**src/rtl/ui_debounce_pkg.sv**
```systemverilog
// Shared constants and helpers for the input debounce stage.
package ui_debounce_pkg;

  localparam int UI_WIDTH         = 8;
  localparam int UI_SYNC_STAGES   = 2;
  localparam int UI_STABLE_CYCLES = 8;

  // Counter must be able to hold values up to STABLE_CYCLES.
  function automatic int cnt_w(input int stable);
    return $clog2(stable + 1);
  endfunction

endpackage

```
**src/rtl/debounce_bit.sv**
```systemverilog
// One input bit: synchroniser chain, stability counter, accepted level and edge pulses.
module debounce_bit
  import ui_debounce_pkg::*;
#(
  parameter int SYNC_STAGES   = UI_SYNC_STAGES,
  parameter int STABLE_CYCLES = UI_STABLE_CYCLES
) (
  input  logic clk,
  input  logic rst_n,
  input  logic ena,
  input  logic din,
  output logic dout,
  output logic rise,
  output logic fall,
  output logic pulse_next
);

  localparam int            CW     = cnt_w(STABLE_CYCLES);
  localparam logic [CW-1:0] CNT_TC = CW'(STABLE_CYCLES - 1);

  logic [SYNC_STAGES-1:0] sync_q;
  logic [CW-1:0]          cnt_q, cnt_d;
  logic                   lvl_q, lvl_d;
  logic                   rise_q, rise_d;
  logic                   fall_q, fall_d;
  logic                   s;

  assign s = sync_q[SYNC_STAGES-1];

  // The synchroniser keeps shifting while ena is low so it never holds stale data.
  always_ff @(posedge clk or negedge rst_n) begin
    if (!rst_n) begin
      sync_q <= '0;
      cnt_q  <= '0;
      lvl_q  <= 1'b0;
      rise_q <= 1'b0;
      fall_q <= 1'b0;
    end else begin
      sync_q <= {sync_q[SYNC_STAGES-2:0], din};
      cnt_q  <= cnt_d;
      lvl_q  <= lvl_d;
      rise_q <= rise_d;
      fall_q <= fall_d;
    end
  end

  always_comb begin
    cnt_d  = cnt_q;
    lvl_d  = lvl_q;
    rise_d = 1'b0;
    fall_d = 1'b0;
    if (ena) begin
      if (s == lvl_q) begin
        cnt_d = '0;
      end else if (cnt_q == CNT_TC) begin
        cnt_d  = '0;
        lvl_d  = s;
        rise_d = s;
        fall_d = ~s;
      end else begin
        cnt_d = cnt_q + CW'(1);
      end
    end
  end

  assign dout       = lvl_q;
  assign rise       = rise_q;
  assign fall       = fall_q;
  assign pulse_next = rise_d | fall_d;

endmodule

```
**src/rtl/ui_debounce.sv**
```systemverilog
// Debounced input byte: WIDTH independent bit conditioners plus a shared change strobe.
module ui_debounce
  import ui_debounce_pkg::*;
#(
  parameter int WIDTH         = UI_WIDTH,
  parameter int SYNC_STAGES   = UI_SYNC_STAGES,
  parameter int STABLE_CYCLES = UI_STABLE_CYCLES
) (
  input  logic             clk,
  input  logic             rst_n,
  input  logic             ena,
  input  logic [WIDTH-1:0] din,
  output logic [WIDTH-1:0] dout,
  output logic [WIDTH-1:0] rise,
  output logic [WIDTH-1:0] fall,
  output logic             changed
);

  logic [WIDTH-1:0] pulse_next;
  logic             changed_q, changed_d;

  for (genvar i = 0; i < WIDTH; i++) begin : g_bit
    debounce_bit #(
      .SYNC_STAGES  (SYNC_STAGES),
      .STABLE_CYCLES(STABLE_CYCLES)
    ) u_bit (
      .clk       (clk),
      .rst_n     (rst_n),
      .ena       (ena),
      .din       (din[i]),
      .dout      (dout[i]),
      .rise      (rise[i]),
      .fall      (fall[i]),
      .pulse_next(pulse_next[i])
    );
  end

  // Registered from the bits' next-state pulses so it lines up with rise/fall.
  assign changed_d = |pulse_next;

  always_ff @(posedge clk or negedge rst_n) begin
    if (!rst_n) changed_q <= 1'b0;
    else        changed_q <= changed_d;
  end

  assign changed = changed_q;

endmodule

```
**config.mk**
```make
export PLATFORM = sky130hd
export DESIGN_NAME = ui_debounce
export DESIGN_NICKNAME = d
export VERILOG_FILES = /design/src/rtl/ui_debounce_pkg.sv /design/src/rtl/debounce_bit.sv /design/src/rtl/ui_debounce.sv
export SDC_FILE = /design/constraint.sdc
export NUM_CORES = 1
export LEC_CHECK = 0
export CORE_UTILIZATION = 45
export CTS_CLUSTER_SIZE = 10
export DETAILED_ROUTE_END_ITERATION = 10
export PLACE_DENSITY = 0.66
export SLEW_MARGIN = 40
export SYNTH_ARGS = -nofsm -noshare
export SYNTH_HDL_FRONTEND = slang
export SYNTH_SLANG_ARGS = --single-unit
```
**constraint.sdc**
```tcl
create_clock -name clk -period 3.8 [get_ports clk]
set_input_delay 0.76 -clock clk [delete_from_list [all_inputs] [get_ports clk]]
set_output_delay 0.76 -clock clk [all_outputs]
set_load 0.03 [all_outputs]
```
==> metrics, run 1 <==
status finished, final reports clean; Clk pin slew, worst setup/hold paths 0.07 ns; Arr. time, crit path approximately 1.5 ns; DRC Markers 0; die height 87.74 um; hold path endpoint g_bit[3].u_bit.sync_q[1]; I/O pin count 36; Cell Pwr Density 451.6 nW/um^2; RSZ-0062 raised after global routing false; Fmax between 0.4 and 0.5 GHz; gr ovfl total 0; max_cap viols 0; Reg-to-Reg End changed; Slew HR 0.5675; r2r setup slk between 2 and 2.5 ns; Critical Path Slowest Stage Cell clkdlybuf4s50_1; setup TNS 0 ns; vias in the first global route 1935; initial core utilization 0.4764; drt wl/cell 11.98 um; first-pass GRT wire length 8811 um; fraction of layout cells with a size suffix above 1 0.1323; largest net degree at the start of global routing 74; CP Cell Sequence clkdlybuf4s50_1; WP buf/inv 1; Syn Std Cell Area about 3300 um^2; Worst-Margin Slew between 0.6 and 0.7 ns; clock skew 0.007404 ns; Util after Layout 0.5477; uppermost layer routed met4; CTS root buf clkbuf_8; commonest non-fill, non-tap cell in the layout dfrtp_1; #FFs+latches synth 73; hold wc startpoint g_bit[3].u_bit.sync_q[0]; Worst Reg-to-Reg Cells 5; Final min period 2.262 ns; CTS tree done; Distinct cells, synth 25; initial DRC count 89; Syn Area/Cell 10.85 um^2; simple-gate area share of the yosys netlist 0.1725; H-tree depth 3; crit share post-route 0.5954; core region area 6944 um^2; # Post-CTS Setup Buffers 0; CP max FO 4; required time worst endpoint 3.04 ns; IO buf count 35; worst hold path class reg -> reg; Worst Hold Depth 0; Critical path origin g_bit[2].u_bit.dout; Crit path largest cell delay 0.71 ns; CP delay by family, top buffers and inverters; Die W 87.74 um; Clock Latency Late Sink 0.34 ns; Pleak 1.793 nW; diode count 0; antenna-violating nets left 0; # rows 30; Synth-to-Final Area Change 14.98%; RR Startpoint g_bit[4].u_bit.cnt_q[0]; Synthesized Nets 324; crit path kind reg -> out; Synth Area in Compound Gates 0.09834; # setup viols final 0; DRT met1 WL 2367 um; met3 WL between 200 and 250 um; initial antenna violation count 0; XOR/XNOR Fraction of Synth Area 0.05787; Via density 4.862; Num CTS Buffers 9; Tot GR Track Use 0.1543; Worst setup SP type flop; FILL cells around 600; count of final hold-check violations 0; HPWL after DPL 3388 um; hold_buf cts 0; CTS Buffer Depth 2; via count 2047; Syn Inst Count 305; peak supply drop 264.7 uV; Slew Limit Fails 0; Routed WL 5044 um; Critical Path Sink Type output port; RD Place Congestion 0.7839; clock sinks 73; Seq/Total Area, Yosys 0.5522; synth warn 0; DR WL met2 approximately 2400 um; most frequent cells in the layout dfrtp_1, o21ai_0, clkdlybuf4s50_1; Final nets 340; largest family of logic cells by synthesized area simple AND/OR/NAND/NOR gates; Post-CTS Resized 0; adder-cell share of the synthesized area 0.03026; die area about 7700 um^2; multiplexer share of the synthesized area 0.003026; drt first pass iters 4
[metal layers]
layer | vias to the layer above | track usage
met3 | 5 | 0.06409
li1 | 1023 | -
met5 | - | 0
met4 | 0 | 0.04918
met2 | 33 | 0.2396
met1 | 986 | 0.1970
[per-stage QoR]
stage	hold slack (ns)	worst slack, ns	instances	total power [mW]	instance area [um^2]
after floorplan	0.3312	2.170	305	0.9680	3308
after global placement	0.3325	1.655	406	1.014	3556
after detailed placement	0.3347	1.894	406	1.019	3562
after CTS	0.3506	1.504	421	1.747	3804
after global routing	0.3552	1.468	421	1.809	3804
final	0.3489	1.538	421	1.718	3804
[how the worst max path moves through the flow]
stage / endpoint / slack (ns) / depth (start not counted)
6_report: dout[2] / 1.54 / 1
5_1_grt: dout[5] / 1.47 / 1
4_1_cts: dout[2] / 1.50 / 1
3_5_place_dp: dout[3] / 1.89 / 1
3_3_place_gp: g_bit[0].u_bit.dout / 1.65 / 3
2_1_floorplan: changed / 2.17 / 5
[final cells by class]
cell class,instances,area [um^2],share of cell area
tap,96,120.1,0.03158
clock buffer,10,137.6,0.03618
inverter,17,63.81,0.01678
multi-input combinational,184,1197,0.3148
clock inverter,5,103.9,0.02730
sequential,73,1827,0.4803
timing repair buffer,36,354.1,0.09309
[where the power goes]
| part | internal, mW | switching [mW] | total, mW |
|---|---|---|---|
| Sequential | 0.820 | 0.0419 | 0.862 |
| Clock | 0.450 | 0.266 | 0.716 |
| Combinational | 0.0595 | 0.0808 | 0.140 |
| Total | 1.33 | 0.388 | 1.72 |
[cells in the mapped netlist, drive strengths merged]
master   number  area share
clkbuf        2      0.0023
o31ai         8       0.018
inv          17       0.019
dfrtp        73        0.55
a21boi        1      0.0023
mux2i         1      0.0030
ha            8       0.030
xnor2         7       0.019
and3b         8       0.021
nand4         2      0.0038
nand3        25       0.050
or2           1      0.0019
nand2        31       0.035
buf          29       0.064
nor2         23       0.032
a21o          8       0.018
nand2b        8       0.015
a211o         1      0.0026
xor2          8       0.039
o21ai        36       0.054
o2bb2ai       1      0.0026
and3          7       0.013
[sequential cells by signal, summed over array words and instances, names as in the netlist]
signal              cells
g_bit.u_bit.fall        8
g_bit.u_bit.dout        8
g_bit.u_bit.rise        8
g_bit.u_bit.cnt_q      32
g_bit.u_bit.sync_q     16
changed                 1
[cells by family (layout without fill, tap and decap cells)]
logic type,Yosys count,after routing
adders and majority gates,8,8
AOI/OAI and AO/OA,55,55
and+or+nand+nor,105,105
buffers and inverters,48,68
xor gates and xnor gates,15,15
DFF,73,73
muxes,1,1
Note: power is estimated with default switching activity, not from simulation.
==> inputs of run 2 (changes only) <==
- clock period: 3.8 -> 2.2 ns (I/O delays scaled with it)
==> run 2 against run 1 <==
Effect of this change:
- clock power grew 45%
- final area up 0.33%
- sequential cell count did not move
- global-route usage grew 0.50 points
- power is 62% higher
- wire length up 3.4%
- first-iteration DRC count is 25% lower
- critical endpoint unchanged
==> metrics, run 2 (same netlist as run 1, synthesis figures left out) <==
clock sinks 73 (unchanged); Clock Latency Late Sink 0.34 ns (about the same); Top reg by flops g_bit.u_bit.cnt_q; I/O pin count 36 (unchanged); RD Place Congestion 0.8532 (+8.8%); via count 2086 (+1.9%); Post-CTS Resized 0 (unchanged); antenna-violating nets left 0 (unchanged); required time worst endpoint 1.76 ns (-1.28 ns); WP buf/inv 1 (unchanged); Final nets 347 (+2.1%); FILL cells 587 (-2.8%); Reg-to-Reg End changed; Final min period 1.934 ns; clock skew 0.007904 ns (+0.0004998 ns); Critical Path Sink Type output port; Worst setup SP type flop; r2r setup slk 0.69 ns (-1.59 ns); setup TNS 0 ns (unchanged); max reg flops 32 (unchanged); Hold Slack 0.01752 ns (-0.3314 ns); peak supply drop 368.6 uV (+39%); Largest regs g_bit.u_bit.cnt_q x32, g_bit.u_bit.sync_q x16; post-layout worst setup margin 0.2659 ns (-1.272 ns); vias in the first global route 2014 (+4.1%); crit share post-route 0.8791; most frequent cells in the layout dfrtp_1, o21ai_0, clkdlybuf4s50_1; RSZ-0062 raised after global routing false; H-tree depth 3 (unchanged); non-filler cells, final 428 (+1.7%); Die W 87.74 um (unchanged); Synth-to-Final Area Change 15.36%; drt first pass iters 4 (unchanged); Routed WL 5218 um (+3.4%); Arr. time, crit path 1.49 ns (about the same); max_cap viols 0 (unchanged); Cell Pwr Density 729.6 nW/um^2 (+62%); # setup viols final 0 (unchanged); CP Cell Sequence clkdlybuf4s50_1; commonest non-fill, non-tap cell in the layout dfrtp_1; Tot GR Track Use 0.1593 (+0.005009); first-pass GRT wire length 9197 um (+4.4%); Clk pin slew, worst setup/hold paths 0.07 ns (about the same); drt wl/cell 12.19 um (+1.8%); fraction of layout cells with a size suffix above 1 0.1476 (+0.01528); multi-input logic area 1197 um^2 (unchanged); Reg area 1827 um^2 (unchanged); Slew HR 0.6154 (+0.04790); Worst Reg-to-Reg Cells 5 (unchanged); Slew Limit Fails 0 (unchanged); # Post-CTS Setup Buffers 0 (unchanged); CTS tree done; DP Worst Slack 0.5819 ns (-1.312 ns); initial antenna violation count 0 (unchanged); Crit path largest cell delay 0.70 ns (about the same); HPWL after DPL 3622 um (+6.9%); core region area 6944 um^2 (unchanged); Placed Cells 413 (+1.7%); DRC Markers 0 (unchanged); status finished, final reports clean; CP delay by family, top buffers and inverters; CP max FO 4 (unchanged); Pleak 1.809 nW (+0.89%); Worst-Margin Slew 0.5769 ns (-0.07185 ns); initial DRC count 67 (-25%); crit path kind reg -> out; Num CTS Buffers 9 (unchanged); largest net degree at the start of global routing 48 (-35%); die height 87.74 um (unchanged); count of final hold-check violations 0 (unchanged); CTS Buffer Depth 2 (unchanged); hold_buf cts 0 (unchanged); gr ovfl total 0 (unchanged); # rows 30 (unchanged); initial core utilization 0.4764 (unchanged); Critical Path Slowest Stage Cell clkdlybuf4s50_1; worst hold path class in -> async; RR Startpoint g_bit[7].u_bit.cnt_q[0]; Via density 4.874 (+0.24%); IO buf count 35 (unchanged); CTS root buf clkbuf_8; diode count 0 (unchanged); Fmax 0.5170 GHz; die area 7698 um^2 (unchanged)
[run 2: final cells by class]
| cell class | instances | area share |
|---|---|---|
| repair buffers | 43 | 0.1082 |
| multi-input cells | 184 | 0.3138 |
| flip-flops and latches | 73 | 0.4787 |
| inverters | 17 | 0.01672 |
| well taps | 96 | 0.03148 |
| clock buffers | 12 | 0.04066 |
| clock inverters | 3 | 0.01049 |
[run 2: worst max-delay path by stage]
stage | startpoint | endpoint | cells past startpoint
after floorplan | g_bit[7].u_bit.cnt_q[0] | changed | 5
after global placement | g_bit[7].u_bit.dout | dout[7] | 1
after detailed placement | ena | g_bit[1].u_bit.cnt_q[0] | 4
after CTS | g_bit[2].u_bit.dout | dout[2] | 1
after global routing | g_bit[2].u_bit.dout | dout[2] | 1
final | g_bit[2].u_bit.dout | dout[2] | 1
[run 2: through the flow]
| stage | util | cell area (um^2) | total power [mW] |
|---|---|---|---|
| 2_1_floorplan | - | 3308 | 1.672 |
| 3_3_place_gp | 0.5214 | 3621 | 1.763 |
| 3_5_place_dp | 0.5214 | 3621 | 1.773 |
| 4_1_cts | 0.5496 | 3816 | 2.823 |
| 5_1_grt | 0.5496 | 3816 | 2.927 |
| 6_report | 0.5496 | 3816 | 2.784 |
[run 2: layer usage]
layer	GRT usage	share of wire
met5	0	0
met4	0.08048	0.020
met3	0.05090	0.042
met2	0.2368	0.46
met1	0.2106	0.48
[run 2: report_power, final]
group          leakage (nW)  internal, mW  switching [mW]  total [mW]
Clock                 0.102         0.576           0.464        1.04
Combinational         0.741         0.112           0.146       0.258
Sequential            0.965          1.42          0.0704        1.49
Total                  1.81          2.10           0.680        2.78
==> inputs of run 3 (changes only) <==
- CTS_BUF_LIST: not set -> sky130_fd_sc_hd__clkbuf_16
==> run 3 against run 2 <==
Effect of this change:
- register-to-register slack got worse by 0.02 ns
- final cell count did not move
- sequential power barely moved
- clock skew fell by 0.0020 ns
- fmax rose by 0.89%
- global-route usage rose by 0.38 points
- largest power group unchanged
==> metrics, run 3 (same netlist as run 1, synthesis figures left out) <==
Via density 4.888 (+0.29%); DRC Markers 0 (unchanged); die area 7698 um^2 (unchanged); Reg area 1827 um^2 (unchanged); initial antenna violation count 0 (unchanged); HPWL after DPL 3622 um (unchanged); crit share post-route 0.8714 (-0.007778); commonest non-fill, non-tap cell in the layout dfrtp_1; CP Cell Sequence clkdlybuf4s50_1; max reg flops 32 (unchanged); worst hold path class in -> async; RSZ-0062 raised after global routing false; Worst setup SP type flop; Largest regs g_bit.u_bit.cnt_q x32, g_bit.u_bit.sync_q x16; gr ovfl total 0 (unchanged); drt wl/cell 12.50 um (+2.5%); via count 2092 (+0.29%); RD Place Congestion 0.8532 (unchanged); drt first pass iters 4 (unchanged); Cell Pwr Density 799.3 nW/um^2 (+9.5%); H-tree depth 3 (unchanged); Reg power frac 0.478 (-0.056); internal power 2.385 mW (+13%); initial DRC count 70 (+4.5%); Fmax 0.5216 GHz (+0.89%); Post-CTS Resized 0 (unchanged); crit path kind reg -> out; vias in the first global route 2013 (-0.050%); Switching Fraction 0.2344 (-0.009738); antenna-violating nets left 0 (unchanged); Slew Limit Fails 0 (unchanged); hold_buf cts 0 (unchanged); CTS root buf clkbuf_16; Num CTS Buffers 9 (unchanged); Routed WL 5350 um (+2.5%); DP Worst Slack 0.5819 ns (unchanged); Synth-to-Final Area Change 17.81%; Pleak 1.848 nW (+2.2%); Worst-Margin Slew 0.5656 ns (-0.01135 ns); multi-input logic area 1197 um^2 (unchanged); Tot Pwr 3.115 mW (+12%); combinational share of power 0.083 (-0.010); first-pass GRT wire length 9335 um (+1.5%); Critical Path Slowest Stage Cell clkdlybuf4s50_1; clock skew 0.005894 ns (-0.002010 ns); CP delay by family, top buffers and inverters; count of final hold-check violations 0 (unchanged); required time worst endpoint 1.76 ns (about the same); IO buf count 35 (unchanged); clock sinks 73 (unchanged); r2r setup slk 0.67 ns (-0.02 ns); CTS Buffer Depth 2 (unchanged); CTS tree done; fraction of layout cells with a size suffix above 1 0.1416 (-0.006024); Clock Latency Late Sink 0.33 ns (about the same); initial core utilization 0.4764 (unchanged); diode count 0 (unchanged); Top reg by flops g_bit.u_bit.cnt_q; largest net degree at the start of global routing 48 (unchanged); non-filler cells, final 428 (unchanged); Hold Slack 0.03598 ns (+0.01846 ns); Arr. time, crit path 1.48 ns (about the same); Slew HR 0.6230 (+0.007570); core region area 6944 um^2 (unchanged); peak supply drop 518.5 uV (+41%); Placed Cells 413 (unchanged); WP buf/inv 1 (unchanged); setup TNS 0 ns (unchanged); FILL cells 591 (+0.68%); Critical Path Sink Type output port; status finished, final reports clean; Final nets 347 (unchanged); # setup viols final 0 (unchanged); Final min period 1.917 ns (-0.01711 ns); CP max FO 4 (unchanged); Clk pin slew, worst setup/hold paths 0.06 ns (about the same); die height 87.74 um (unchanged); # rows 30 (unchanged); most frequent cells in the layout dfrtp_1, o21ai_0, clkdlybuf4s50_1; Die W 87.74 um (unchanged); Tot GR Track Use 0.1631 (+0.003833); # Post-CTS Setup Buffers 0 (unchanged); max_cap viols 0 (unchanged); I/O pin count 36 (unchanged); Clk pwr share 0.438 (+0.064); Net Sw Power 0.7302 mW (+7.4%); Crit path largest cell delay 0.70 ns (about the same); post-layout worst setup margin 0.2830 ns (+0.01711 ns)
-- run 3: cell count changes in the layout (fill, tap and decap cells not counted) --
cell and change:
clkbuf_1 -1, clkbuf_16 +9, clkbuf_8 -11, clkinv_1 +2
inv_1 +1
-- run 3: worst paths after layout --
path / startpoint / to / depth (start not counted)
worst max register to register: g_bit[7].u_bit.cnt_q[0] / changed / 5
max in group asynchronous: rst_n / g_bit[4].u_bit.cnt_q[2] / 3
min in group clk: g_bit[1].u_bit.sync_q[0] / g_bit[1].u_bit.sync_q[1] / 0
worst min-delay path: rst_n / g_bit[2].u_bit.sync_q[0] / 1
worst min register to register: g_bit[1].u_bit.sync_q[0] / g_bit[1].u_bit.sync_q[1] / 0
worst max-delay path: g_bit[2].u_bit.dout / dout[2] / 1
-- run 3: power by group through the flow --
stage / Sequential [mW] / Clock (mW) / Combinational, mW
after global routing: 1.50 / 1.45 / 0.302
after detailed placement: 1.51 / 0 / 0.262
after floorplan: 1.50 / 0 / 0.176
after CTS: 1.49 / 1.40 / 0.265
after global placement: 1.51 / 0 / 0.254
final: 1.49 / 1.37 / 0.260
-- run 3: stage by stage --
step / instance area (um^2) / util
2_1_floorplan: 3308 / -
3_3_place_gp: 3621 / 0.5214
5_1_grt: 3897 / 0.5613
3_5_place_dp: 3621 / 0.5214
4_1_cts: 3897 / 0.5613
6_report: 3897 / 0.5613
-- run 3: final cells by class --
class                      instances  share of cell area
timing repair buffer              43              0.1059
sequential                        73              0.4687
tap                               96             0.03082
clock buffer                       9             0.05778
multi-input combinational        184              0.3072
clock inverter                     6             0.01316
inverter                          17             0.01637
-- run 3: routing by layer --
| layer | GRT usage | up-vias | part of all wire |
|---|---|---|---|
| li1 | - | 1045 | - |
| met1 | 0.2110 | 1001 | 0.48 |
| met2 | 0.2502 | 32 | 0.46 |
| met3 | 0.04053 | 14 | 0.033 |
| met4 | 0.09538 | 0 | 0.025 |
| met5 | 0 | - | 0 |
==> RTL change 1 (settings of run 3) <==
Register the output `fall`, without a reset; this adds one clock of latency there. The other outputs are not delayed to match. Comments in the files are not updated.
--- a/src/rtl/ui_debounce.sv
+++ b/src/rtl/ui_debounce.sv
@@ -16,6 +16,8 @@
   output logic             changed
 );
 
+  logic [WIDTH-1:0] fall_c;
+
   logic [WIDTH-1:0] pulse_next;
   logic             changed_q, changed_d;
 
@@ -30,7 +32,7 @@
       .din       (din[i]),
       .dout      (dout[i]),
       .rise      (rise[i]),
-      .fall      (fall[i]),
+      .fall      (fall_c[i]),
       .pulse_next(pulse_next[i])
     );
   end
@@ -45,5 +47,9 @@
 
   assign changed = changed_q;
 
+  always_ff @(posedge clk) begin
+    fall <= fall_c;
+  end
+
 endmodule
 
Check against the original RTL: same outputs for any inputs over 10 cycles, from zero or initial values and one cycle with rst_n low; that may be too few to reach the edited logic, so the function may still have changed.
==> RTL change 1 against run 3 <==
Total power rose by 18%. Routed wire length down 3.5%. Sequential cell count is 8 higher. Area after synthesis decreased by 0.57%. Worst hold slack better by 120 ps. Die area fell by 0.56%. Clock skew is 0.90 ps higher. Combinational power is 30% higher. Setup slack better by 15 ps. Cell area is 1.9% higher. Critical endpoint is now dout[6].
==> RTL change 1: results (changes against run 3) <==
yosysSeqAreaShare_pct: 60.4  # was 55.2%
synth_xor_area_share_pct: 3.99  # was 5.79%
synth.distinct_cells: 33  # was 25
gr-usage-all-layers_pct: 15.7  # was 16.3%
finalNetCount: 348  # was 347
h-tree-depth: 3  # unchanged
drt_iter0_drc: 81  # was 70
outcome: "finished, final reports clean"  # unchanged
p_comb_mw: 0.339  # was 0.260 mW
hold_slack_ps: 156  # was 36.0 ps
syn-instance-count: 301  # was 305
peakVddDrop_v: 0.000435  # was 0.000519 V
drtPass1Iterations: 4  # unchanged
via_per_inst: 4.94  # was 4.89
arrival_ps: 1460  # was 1480 ps
crit_end: "dout[6]"  # was dout[2]
grt_pass1_vias: 1975  # was 2013
relSlewSlack_pct: 68.5  # was 62.3%
p_sw_mw: 0.840  # was 0.730 mW
synth.area.top_cells: "dfrtp_1 (56%), dfxtp_1 (4.9%), o21ai_1 (3.7%)"  # was dfrtp_1 (55%), buf_4 (6.1%), o21ai_0 (5.4%)
finClkSkew_ps: 6.79  # was 5.89 ps
io_buffers: 35  # unchanged
critPathSlowestCell: "clkdlybuf4s50_1"  # unchanged
p_seq_mw: 1.69  # was 1.49 mW
ys_warn_count: 0  # unchanged
place_hpwl_um: 3470  # was 3620 um
ys_top_cells_by_count: "dfrtp_1 (73), nand2_1 (27), o21ai_1 (24), nand3_1 (22), nor2_1 (22)"  # was dfrtp_1 (73), o21ai_0 (36), nand2_1 (31), buf_4 (27)
gp_congestion: 0.762  # was 0.853
rrSetupSlack_ps: 650  # was 670 ps
nFillCells: 586  # was 591
grt_max_degree: 39  # was 48
startpoint: "g_bit[6].u_bit.dout"  # was g_bit[2].u_bit.dout
wirelength_um: 5160  # was 5350 um
power_leakage_nw: 1.89  # was 1.85 nW
dp_cells: 414  # was 413
drive_above_1_share_pct: 6.89  # was 14.2%
final_cells: 430  # was 428
synthAdderAreaFrac_pct: 3.04  # was 3.03%
synth.mux.area_fraction_pct: 0.989  # was 0.303%
r2r-start: "g_bit[2].u_bit.cnt_q[0]"  # was g_bit[7].u_bit.cnt_q[0]
slowest_delay_ps: 700  # about the same
postSynth.asyncResetShare_pct: 90.1  # was 100%
synth_nets: 320  # was 324
grt_pass1_wl_um: 9030  # was 9340 um
==> RTL change 1: changes by cell type after synthesis, sizes merged, moves of 3 or more <==
cell,before,now
nand3,25,22
dfxtp,0,8
nand2,31,28
buf,29,21
==> RTL change 1: metrics by stage <==
stage | total power, mW | cell area [um^2] | worst slack (ps) | utilization [%]
3_3_place_gp | 2.05 | 3630 | 614 | 52.3
2_1_floorplan | 1.94 | 3290 | 804 | -
4_1_cts | 3.73 | 3970 | 285 | 57.2
5_1_grt | 3.86 | 3970 | 237 | 57.2
6_report | 3.68 | 3970 | 298 | 57.2
3_5_place_dp | 2.06 | 3630 | 535 | 52.3
==> RTL change 1: cells by family after synthesis <==
logic type / after synthesis
and+or+nand+nor: 101
DFF: 81
AOI/OAI and AO/OA: 53
buffers and inverters: 40
xor gates and xnor gates: 15
adders and majority gates: 8
muxes: 3
==> RTL change 1: layer usage <==
| metal | GRT usage, % | share of wire, % | vias to the layer above | wire length, um |
|---|---|---|---|---|
| met1 | 19.6 | 47 | 1013 | 2450 |
| li1 | - | - | 1061 | - |
| met2 | 24.9 | 47 | 48 | 2430 |
| met3 | 5.21 | 4.7 | 4 | 243 |
| met4 | 7.15 | 0.87 | 0 | 45 |
| met5 | 0 | 0 | - | 0 |
==> RTL change 1: final cells by class <==
| cell class | instances | area (um^2) | area share [%] |
|---|---|---|---|
| multi-input cells | 180 | 1090 | 27.3 |
| flip-flops and latches | 81 | 1990 | 50.0 |
| inverters | 17 | 63.8 | 1.61 |
| clock buffers | 9 | 225 | 5.67 |
| repair buffers | 40 | 378 | 9.51 |
| well taps | 96 | 120 | 3.02 |
| clock inverters | 7 | 111 | 2.80 |
==> RTL change 2 (config.mk and constraints of run 3) <==
Made on the original files. Change the package constant `UI_STABLE_CYCLES` from 8 to 12.
--- a/src/rtl/ui_debounce_pkg.sv
+++ b/src/rtl/ui_debounce_pkg.sv
@@ -3,7 +3,7 @@
 
   localparam int UI_WIDTH         = 8;
   localparam int UI_SYNC_STAGES   = 2;
-  localparam int UI_STABLE_CYCLES = 8;
+  localparam int UI_STABLE_CYCLES = 12;
 
   // Counter must be able to hold values up to STABLE_CYCLES.
   function automatic int cnt_w(input int stable);
Check against the original RTL: no difference found for any inputs over 10 cycles, from zero or initial values and one cycle with rst_n low; that may be too few to reach the edited logic, so the function may still have changed.
==> RTL change 2 against run 3 <==
Setup slack improved by 49 ps. Cell area fell by 3.7%. Routed wire length fell by 4.3%. Die area fell by 3.7%. Synthesized cell count fell by 5.9%. Sequential cell count did not move. Total power fell by 2.7%. Area after synthesis fell by 3.8%. Critical endpoint is now dout[4].
==> RTL change 2: results (changes against run 3) <==
outcome: "finished, final reports clean"  # unchanged
cts_root_buf: "clkbuf_16"  # unchanged
avgRoutedWirePerCell_um: 12.6  # was 12.5 um
worstHoldPathType: "input port to async pin"  # unchanged
yosysSeqAreaShare_pct: 57.4  # was 55.2%
h-tree-depth: 3  # unchanged
synth.distinct_cells: 37  # was 25
swShare_pct: 22.2  # was 23.4%
gr-usage-all-layers_pct: 16.4  # was 16.3%
synth.area.top_cells: "dfrtp_1 (57%), buf_4 (5.7%), ha_1 (3.1%)"  # was dfrtp_1 (55%), buf_4 (6.1%), o21ai_0 (5.4%)
tns_ps: 0  # unchanged
synth_ff_type: "dfrtp_1"  # unchanged
critPathSlowestCell: "clkdlybuf4s50_1"  # unchanged
numCtsBuffers: 9  # unchanged
cts_setup_buffers: 0  # unchanged
drive_above_1_share_pct: 6.41  # was 14.2%
diodes: 0  # unchanged
nFillCells: 588  # was 591
place_hpwl_um: 3470  # was 3620 um
peakVddDrop_v: 0.000426  # was 0.000519 V
clock_latency_ps: 320
finalNetCount: 326  # was 347
critPathTopFamily: "buffers and inverters"  # unchanged
arrival_ps: 1430  # was 1480 ps
relSlewSlack_pct: 71.1  # was 62.3%
top_regs: "g_bit.u_bit.cnt_q (32), g_bit.u_bit.sync_q (16)"  # unchanged
cts_max_path_buffers: 2  # unchanged
vias: 2040  # was 2092
finClkSkew_ps: 5.56  # was 5.89 ps
slowest_delay_ps: 690
drt_iter0_drc: 78  # was 70
grt_pass1_vias: 2055  # was 2013
antenna_found_initial: 0  # unchanged
drtPass1Iterations: 4  # unchanged
ys_top_cells_by_count: "dfrtp_1 (73), buf_4 (24), inv_1 (21), nand2_1 (18), nor2_1 (17)"  # was dfrtp_1 (73), o21ai_0 (36), nand2_1 (31), buf_4 (27)
ys_warn_count: 0  # unchanged
grt_pass1_wl_um: 9100  # was 9340 um
gp_congestion: 0.720  # was 0.853
critical_path.max_fanout: 4  # unchanged
io_buffers: 35  # unchanged
rrSetupSlack_ps: 440  # was 670 ps
p_comb_mw: 0.215  # was 0.260 mW
cts_resized: 0  # unchanged
hold_slack_ps: 132  # was 36.0 ps
postSynth.asyncResetShare_pct: 100  # unchanged
grt_max_degree: 74  # was 48
clkTransAtPathRegs_ps: 50
synth_nets: 306  # was 324
reg2reg_to: "changed"  # unchanged
r2r-start: "g_bit[3].u_bit.cnt_q[0]"  # was g_bit[7].u_bit.cnt_q[0]
power_leakage_nw: 1.83  # was 1.85 nW
==> RTL change 2: cell families after synthesis <==
family / share of synthesized area [%]
adder cells (fa/ha/maj): 3.15
AO/OA/AOI/OAI: 10.7
buffers and inverters: 9.04
AND/OR/NAND/NOR: 14.2
multiplexers: 1.34
flip-flops: 57.4
XOR/XNOR: 4.13
==> RTL change 2: worst max-delay path by stage <==
stage                     slack, ps       to  depth (start not counted)               startpoint
after floorplan                 670  changed                          5  g_bit[3].u_bit.cnt_q[0]
after global placement          460  changed                          5  g_bit[3].u_bit.cnt_q[0]
after detailed placement        440  changed                          5  g_bit[3].u_bit.cnt_q[0]
after CTS                       320  dout[4]                          1      g_bit[4].u_bit.dout
after global routing            290  dout[4]                          1      g_bit[4].u_bit.dout
final                           330  dout[4]                          1      g_bit[4].u_bit.dout
==> RTL change 2: area by class of cell <==
type / instances / area [um^2] / share of cell area (%)
repair buffers: 39 / 383 / 10.2
clock buffers: 9 / 225 / 6.00
clock inverters: 7 / 52.6 / 1.40
well taps: 96 / 120 / 3.20
flip-flops and latches: 73 / 1830 / 48.7
inverters: 21 / 78.8 / 2.10
multi-input cells: 163 / 1070 / 28.4
==> RTL change 2: metrics by stage <==
stage / power (mW) / cells / utilization [%] / instance area, um^2 / setup slack, ps
floorplan: 1.62 / 287 / - / 3180 / 672
global placement: 1.70 / 392 / 51.2 / 3480 / 455
finish: 3.03 / 408 / 55.2 / 3750 / 332
global route: 3.19 / 408 / 55.2 / 3750 / 289
CTS: 3.08 / 408 / 55.2 / 3750 / 318
detailed placement: 1.71 / 392 / 51.2 / 3480 / 438
==> RTL change 2: routing by layer <==
metal | part of all wire (%) | GRT usage, %
met5 | 0 | 0
met4 | 1.7 | 8.64
met3 | 2.8 | 4.91
met2 | 49 | 26.1
met1 | 46 | 20.1
